## config.mk

```make
export PLATFORM = sky130hd
export DESIGN_NAME = hilo_muldiv_flat
export DESIGN_NICKNAME = d
export VERILOG_FILES = /design/src/rtl/hilo_muldiv_if.sv /design/src/rtl/hilo_muldiv.sv /design/src/flat_wrapper.sv
export SDC_FILE = /design/constraint.sdc
export NUM_CORES = 1
export LEC_CHECK = 0
export ABC_AREA = 0
export ABC_CLOCK_PERIOD_IN_PS = 5000
export CAP_MARGIN = 5
export CORE_MARGIN = 2
export CORE_UTILIZATION = 60
export CTS_BUF_LIST = sky130_fd_sc_hd__clkbuf_4 sky130_fd_sc_hd__clkbuf_8
export DETAILED_ROUTE_END_ITERATION = 16
export PLACE_DENSITY = 0.81
export SLEW_MARGIN = 20
export SYNTH_ARGS = -nofsm -noshare
export SYNTH_HDL_FRONTEND = slang
export SYNTH_SLANG_ARGS = --single-unit
export TNS_END_PERCENT = 10
```

## constraint.sdc

```tcl
create_clock -name clk -period 5 [get_ports clk]
set_input_delay 0.5 -clock clk [delete_from_list [all_inputs] [get_ports clk]]
set_output_delay 0.5 -clock clk [all_outputs]
set_load 0.01 [all_outputs]
```

## src/rtl/hilo_muldiv_if.sv

```systemverilog
// HI/LO unit command/result bundle.
// master: control unit side (drives op, A, B, cancel; observes hi, lo, busy, done)
// slave : hilo_muldiv side
//   op     [2:0]      command (none/MULT/MULTU/DIV/DIVU/MTHI/MTLO)
//   A, B   [width-1:0] rs / rt operands
//   cancel            abort an in-flight mul/div
//   hi, lo [width-1:0] architectural HI/LO registers
//   busy              mul/div in progress, commands ignored
//   done              one-cycle pulse when a mul/div result is committed
interface hilo_muldiv_if #(
  parameter int unsigned width = 32
);
  logic [2:0]       op;
  logic [width-1:0] A;
  logic [width-1:0] B;
  logic             cancel;
  logic [width-1:0] hi;
  logic [width-1:0] lo;
  logic             busy;
  logic             done;

  modport master (
    output op, A, B, cancel,
    input  hi, lo, busy, done
  );

  modport slave (
    input  op, A, B, cancel,
    output hi, lo, busy, done
  );
endinterface

```

## src/rtl/hilo_muldiv.sv

```systemverilog
// Sequential HI/LO register unit: owns HI/LO, runs MULT/MULTU/DIV/DIVU one bit
// per cycle (shift-add multiply, restoring divide) and services MTHI/MTLO.
// Ports:
//   clk    system clock, rising edge
//   rst_n  asynchronous active-low reset
//   bus    hilo_muldiv_if.slave (op, A, B, cancel in; hi, lo, busy, done out)
// width must be even and at least 4.
module hilo_muldiv #(
  parameter int unsigned width = 32
) (
  input  logic          clk,
  input  logic          rst_n,
  hilo_muldiv_if.slave  bus
);

  localparam int unsigned cnt_w = $clog2(width);
  localparam int unsigned dw    = 2 * width;

  localparam logic [2:0] op_mult  = 3'b001;
  localparam logic [2:0] op_multu = 3'b010;
  localparam logic [2:0] op_div   = 3'b011;
  localparam logic [2:0] op_divu  = 3'b100;
  localparam logic [2:0] op_mthi  = 3'b101;
  localparam logic [2:0] op_mtlo  = 3'b110;

  localparam logic [1:0] s_idle   = 2'd0;
  localparam logic [1:0] s_calc   = 2'd1;
  localparam logic [1:0] s_commit = 2'd2;

  localparam logic [cnt_w-1:0] cnt_last = cnt_w'(width - 1);

  logic [1:0]       state_q, state_d;
  logic [cnt_w-1:0] cnt_q, cnt_d;
  logic [dw-1:0]    acc_q, acc_d;
  logic [width-1:0] mag_a_q, mag_a_d;
  logic [width-1:0] mag_b_q, mag_b_d;
  logic [width-1:0] a_q, a_d;
  logic             is_div_q, is_div_d;
  logic             neg_lo_q, neg_lo_d;
  logic             neg_hi_q, neg_hi_d;
  logic             dz_q, dz_d;
  logic [width-1:0] hi_q, hi_d;
  logic [width-1:0] lo_q, lo_d;
  logic             busy_q, busy_d;
  logic             done_q, done_d;

  // Operand decode and magnitudes for the start edge
  logic             start_op;
  logic             op_signed;
  logic             a_neg;
  logic             b_neg;
  logic [width-1:0] abs_a;
  logic [width-1:0] abs_b;

  assign start_op  = (bus.op == op_mult) || (bus.op == op_multu) ||
                     (bus.op == op_div)  || (bus.op == op_divu);
  assign op_signed = (bus.op == op_mult) || (bus.op == op_div);
  assign a_neg     = op_signed & bus.A[width-1];
  assign b_neg     = op_signed & bus.B[width-1];
  assign abs_a     = a_neg ? (-bus.A) : bus.A;
  assign abs_b     = b_neg ? (-bus.B) : bus.B;

  // Shift-add step: acc = {partial product, remaining multiplier bits}
  logic [width:0]   mul_sum;
  logic [dw-1:0]    mul_next;

  assign mul_sum  = {1'b0, acc_q[dw-1:width]} +
                    (acc_q[0] ? {1'b0, mag_a_q} : {(width + 1){1'b0}});
  assign mul_next = {mul_sum, acc_q[width-1:1]};

  // Restoring divide step: acc = {partial remainder, dividend/quotient bits}
  logic [width:0]   div_shift;
  logic [width:0]   div_diff;
  logic [dw-1:0]    div_next;

  assign div_shift = acc_q[dw-1:width-1];
  assign div_diff  = div_shift - {1'b0, mag_b_q};
  assign div_next  = div_diff[width]
                   ? {div_shift[width-1:0], acc_q[width-2:0], 1'b0}
                   : {div_diff[width-1:0],  acc_q[width-2:0], 1'b1};

  // Sign correction applied at commit
  logic [dw-1:0]    prod_fix;
  logic [width-1:0] quo_fix;
  logic [width-1:0] rem_fix;

  assign prod_fix = neg_lo_q ? (-acc_q) : acc_q;
  assign quo_fix  = neg_lo_q ? (-acc_q[width-1:0])  : acc_q[width-1:0];
  assign rem_fix  = neg_hi_q ? (-acc_q[dw-1:width]) : acc_q[dw-1:width];

  // State and datapath registers
  always_ff @(posedge clk or negedge rst_n) begin
    if (!rst_n) begin
      state_q  <= s_idle;
      cnt_q    <= '0;
      acc_q    <= '0;
      mag_a_q  <= '0;
      mag_b_q  <= '0;
      a_q      <= '0;
      is_div_q <= 1'b0;
      neg_lo_q <= 1'b0;
      neg_hi_q <= 1'b0;
      dz_q     <= 1'b0;
      hi_q     <= '0;
      lo_q     <= '0;
      busy_q   <= 1'b0;
      done_q   <= 1'b0;
    end else begin
      state_q  <= state_d;
      cnt_q    <= cnt_d;
      acc_q    <= acc_d;
      mag_a_q  <= mag_a_d;
      mag_b_q  <= mag_b_d;
      a_q      <= a_d;
      is_div_q <= is_div_d;
      neg_lo_q <= neg_lo_d;
      neg_hi_q <= neg_hi_d;
      dz_q     <= dz_d;
      hi_q     <= hi_d;
      lo_q     <= lo_d;
      busy_q   <= busy_d;
      done_q   <= done_d;
    end
  end

  // Next-state and output logic
  always_comb begin
    state_d  = state_q;
    cnt_d    = cnt_q;
    acc_d    = acc_q;
    mag_a_d  = mag_a_q;
    mag_b_d  = mag_b_q;
    a_d      = a_q;
    is_div_d = is_div_q;
    neg_lo_d = neg_lo_q;
    neg_hi_d = neg_hi_q;
    dz_d     = dz_q;
    hi_d     = hi_q;
    lo_d     = lo_q;
    busy_d   = busy_q;
    done_d   = 1'b0;

    unique case (state_q)
      s_idle: begin
        if (start_op) begin
          is_div_d = (bus.op == op_div) || (bus.op == op_divu);
          mag_a_d  = abs_a;
          mag_b_d  = abs_b;
          a_d      = bus.A;
          // Product and quotient share the same sign rule; remainder follows the dividend
          neg_lo_d = a_neg ^ b_neg;
          neg_hi_d = a_neg;
          dz_d     = (bus.B == '0);
          // Upper half cleared; lower half holds the bits consumed one per cycle
          acc_d    = is_div_d ? {{width{1'b0}}, abs_a} : {{width{1'b0}}, abs_b};
          cnt_d    = '0;
          busy_d   = 1'b1;
          state_d  = s_calc;
        end else if (bus.op == op_mthi) begin
          hi_d = bus.A;
        end else if (bus.op == op_mtlo) begin
          lo_d = bus.A;
        end
      end

      s_calc: begin
        if (bus.cancel) begin
          cnt_d   = '0;
          busy_d  = 1'b0;
          state_d = s_idle;
        end else begin
          acc_d = is_div_q ? div_next : mul_next;
          if (cnt_q == cnt_last) begin
            cnt_d   = '0;
            state_d = s_commit;
          end else begin
            cnt_d = cnt_q + cnt_w'(1);
          end
        end
      end

      s_commit: begin
        busy_d  = 1'b0;
        state_d = s_idle;
        if (!bus.cancel) begin
          done_d = 1'b1;
          if (!is_div_q) begin
            hi_d = prod_fix[dw-1:width];
            lo_d = prod_fix[width-1:0];
          end else if (dz_q) begin
            // Divide by zero: all-ones quotient, dividend passed through as remainder
            hi_d = a_q;
            lo_d = '1;
          end else begin
            hi_d = rem_fix;
            lo_d = quo_fix;
          end
        end
      end

      default: begin
        cnt_d   = '0;
        busy_d  = 1'b0;
        state_d = s_idle;
      end
    endcase
  end

  assign bus.hi   = hi_q;
  assign bus.lo   = lo_q;
  assign bus.busy = busy_q;
  assign bus.done = done_q;

endmodule

```

## src/flat_wrapper.sv

```systemverilog
// flat-port wrapper written by rule: the top's interface ports become plain ports
module hilo_muldiv_flat 
#(
  parameter int unsigned width = 32
)
  (clk, rst_n, bus_op, bus_A, bus_B, bus_cancel, bus_hi, bus_lo, bus_busy, bus_done);
  hilo_muldiv_if #(.width(width)) bus_i ();
  input  logic clk;
  input  logic rst_n;
  input wire logic [$bits(bus_i.op)-1:0] bus_op;
  input wire logic [$bits(bus_i.A)-1:0] bus_A;
  input wire logic [$bits(bus_i.B)-1:0] bus_B;
  input wire logic [$bits(bus_i.cancel)-1:0] bus_cancel;
  output wire logic [$bits(bus_i.hi)-1:0] bus_hi;
  output wire logic [$bits(bus_i.lo)-1:0] bus_lo;
  output wire logic [$bits(bus_i.busy)-1:0] bus_busy;
  output wire logic [$bits(bus_i.done)-1:0] bus_done;
  assign bus_i.op = bus_op;
  assign bus_i.A = bus_A;
  assign bus_i.B = bus_B;
  assign bus_i.cancel = bus_cancel;
  assign bus_hi = bus_i.hi;
  assign bus_lo = bus_i.lo;
  assign bus_busy = bus_i.busy;
  assign bus_done = bus_i.done;
  hilo_muldiv #(.width(width)) u_core (.clk(clk), .rst_n(rst_n), .bus(bus_i));
endmodule
```

==> results by group <==
Cells and area
  • Area grow syn2layout: 13.55%
  • Ratio of cells with drive above 1 in the final layout: 6.759%
  • Commonest non-fill, non-tap cell in the layout: nand2_1
  • FF+latch area: 5912 µm²
  • Commonest non-fill, non-tap cells in the layout: 346 x nand2_1, 233 x dfrtp_1, 215 x o21ai_0, 182 x a21oi_1, 147 x nor2_1
  • Area of the multi-input gates: 11490 µm²
  • Fill count: 2464
  • Post-route cell area: 20670 µm²
  • Fin nets: around 2500

Logic synthesis
  • Synthesized net count: roughly 2400
  • Yosys cell types: 83
  • Sequential share of the synthesized area: 32.44%
  • EDFF count, synth: 0
  • Synthesized area: 18200 µm²
  • Syn. warnings: 0
  • Avg Inst Size Synth: 7.915 µm²
  • FF+latch count, synth: 236
  • Top_reg_cell synth: dfrtp_1
  • Mapped Cells: 2300
  • Ys async rst share: 100.0%

Floorplan
  • Ports: between 100 and 150
  • Initial Util: 61.09%
  • Core Footprint: 29800 µm²
  • Row Count: 63
  • DIE AREA: 31750 µm²
  • Die width: 178.2 µm
  • Die span in y: 178.2 µm

CTS
  • Reg clk slew, reported paths: 60 ps
  • CTS sink cnt: 236
  • CTS buffer count: 43
  • Clk Tree Root Cell: clkbuf_8
  • Later-pin clock latency in the skew report: around 580 ps
  • Post-CTS Setup Bufs: 0
  • Max H-tree Level: 2
  • TritonCTS clock tree: done
  • Max clock buf depth: 3
  • Post-cts repair resize count: 0

Critical path
  • Arr. time, crit path: 4570 ps
  • Max stage delay cell, worst path: and2_1
  • Critical path peak fanout: 20
  • Top delay family on crit path: compound AO/OA/AOI/OAI gates
  • Critical path required time: about 5500 ps
  • CP bufs+invs: 3
  • Critical-path cell list: inv_1 -> ha_1 -> fa_1 -> nand2b_1 -> a21oi_1 -> o21ai_0 -> o21ai_1 -> a21boi_1 -> mux2i_1 -> buf_4 -> and2_1 -> buf_4 -> a21oi_1 -> o21ai_0
  • Reg2Reg Depth: 14
  • Critical Path End Type: register
  • Critical path class: register to register
  • Reg2reg setup slack: between 900 and 1000 ps
  • Slowest stage delay, CP: 520 ps
  • R2r endpoint: u_core.acc_q[43]
  • Reg-to-Reg Start: u_core.acc_q[31]
  • Critical Path Source Type: register

STA
  • Crit path time final: between 4000 and 5000 ps
  • # setup viols final: 0
  • Total negative slack: 0 ps
  • Slew headroom: 28.38%
  • Final Skew: between 30 and 40 ps
  • Fmax achieved: 244.0 MHz
  • Count of pins over their slew limit: 0
  • Fin crit share: 81.97%
  • Final hold violations: 0
  • Worst-margin pin slew: between 1000 and 1500 ps
  • Setup repair after global routing missed its margin: no

Pwr
  • Pleak: 8.888 nW
  • Power consumption: 11.66 mW
  • VDD IR max: roughly 0.00034 V
  • PwrDens: about 560 nW/µm²

GRT
  • Vias in the first global route: approximately 17000
  • Gr ovfl total: 0
  • First-pass GRT wire length: 98230 µm
  • Pin count of the biggest net entering global routing: 104
  • Total track usage: around two fifths
  • Antenna violations before repair: 1

Routing
  • Met3 wire length: 6474 µm
  • Total number of vias: 18381
  • Top routing layer in use: met4
  • Met1 wire length: roughly 25000 µm
  • DRC violations left: 0
  • Overall routed net length: 64820 µm
  • ANT nets after route: 0
  • DR vias/cell: 6.629
  • Met2 wire len: 28680 µm
  • DRT Pass-1 Iters: 7
  • Initial drt markers: between 2000 and 2500
  • Wire per inst: 23.38 µm

Placement
  • Port Buf Inserts: 135
  • HPWL after DPL: 48220 µm
  • Gpl congestion: about 0.97
  • Dpl cell area: 19730 µm²

Hold path
  • Hold Crit Start: u_core.mag_a_q[6]
  • Hold path endpoint: u_core.mag_a_q[6]
  • Worst min path class: register to register
  • Hold depth: 2

Outcome
  • Status: complete, no violations

Job
  • Max-cap violations: 0
==> cells in the mapped netlist (14+ instances only) <==
cell      count  area, µm²
xnor2_1     116       1016
a21oi_1     182      910.9
o41ai_1      14      122.6
nand3_1      41      205.2
inv_1        57      214.0
nor3_1       34      170.2
clkbuf_1    147      551.8
o21ai_0     216       1081
xor2_1       88      770.7
and2_1       40      250.2
o21ai_1      40      200.2
a22oi_1      20      150.1
nor2_1      149      559.3
o31ai_1      27      202.7
dfrtp_1     236       5906
nor2b_1      14      87.58
nand4_1      17      106.4
and3_1       20      125.1
a211oi_1     18      135.1
or3_1        33      206.5
a21o_1       38      285.3
ha_1         70      875.8
nand2_1     346       1299
mux2i_1      72      720.7
nand2b_1     19      118.9
o22ai_1      31      193.9
==> final cells by class <==
type	instances	share of cell area (%)
clock inverters	15	0.5690
multi-input cells	1837	55.59
clock buffers	65	3.935
diodes	1	0.01211
inverters	58	1.053
repair buffers	171	7.881
flip-flops and latches	236	28.60
well taps	390	2.361
==> registers in the layout (all words and copies together) (netlist names), 2 cells and up <==
signal	flops
u_core.cnt_q	5
u_core.bus.lo	32
u_core.mag_a_q	31
u_core.state_q	2
u_core.mag_b_q	32
u_core.acc_q	64
u_core.bus.hi	32
u_core.a_q	32
==> where the power goes <==
part / internal (mW) / total (mW) / leakage [nW] / switching, mW
Sequential: 2.50 / 3.35 / 2.93 / 0.857
Combinational: 2.55 / 6.31 / 5.45 / 3.77
Clock: 1.10 / 2.00 / 0.502 / 0.893
Total: 6.15 / 11.7 / 8.89 / 5.52
==> cells by family after synthesis <==
logic type      synth area share (%)
flops                          32.44
compound gates                 23.71
fa+ha+maj                      5.031
buf+inv                        4.791
xor+xnor                       9.815
mux                            4.083
simple gates                   20.13
==> worst min-delay path, cell delays in order, from the launching register on <==
cell	delay [ps]
dfrtp_1	330
nand2_1	50
o21ai_0	60
==> worst max path at each step <==
| stage | slack, ps | cells after the start | startpoint | end |
|---|---|---|---|---|
| after detailed placement | 1010 | 11 | u_core.acc_q[48] | u_core.acc_q[33] |
| after global placement | 1160 | 13 | u_core.acc_q[31] | u_core.acc_q[33] |
| final | 900 | 14 | u_core.acc_q[31] | u_core.acc_q[43] |
| after floorplan | 1590 | 15 | u_core.acc_q[0] | u_core.acc_q[59] |
| after global routing | 530 | 14 | u_core.acc_q[31] | u_core.acc_q[40] |
| after CTS | 1000 | 12 | u_core.acc_q[48] | u_core.acc_q[43] |
==> layer usage <==
| layer | global-route usage, % | up-vias |
|---|---|---|
| li1 | - | 8245 |
| met3 | 7.523 | 243 |
| met1 | 53.62 | 8795 |
| met5 | 0 | - |
| met4 | 23.10 | 0 |
| met2 | 62.55 | 1098 |
==> repair_timing <==
item,CTS,global route
endpoints found under the setup margin,0,0
hold buffers,1,0
endpoints found under the hold margin,4,0
==> per-stage QoR <==
step / hold slack (ps) / setup slack, ps / instances / utilization (%)
floorplan: 204.4 / 1585 / 2300 / -
global placement: 454.2 / 1163 / 2691 / 66.20
detailed placement: 462.1 / 1005 / 2691 / 66.20
CTS: 476.8 / 997.8 / 2772 / 69.36
global route: 497.8 / 527.3 / 2772 / 69.36
finish: 472.5 / 901.7 / 2773 / 69.37
(Power assumes the default switching activity.)
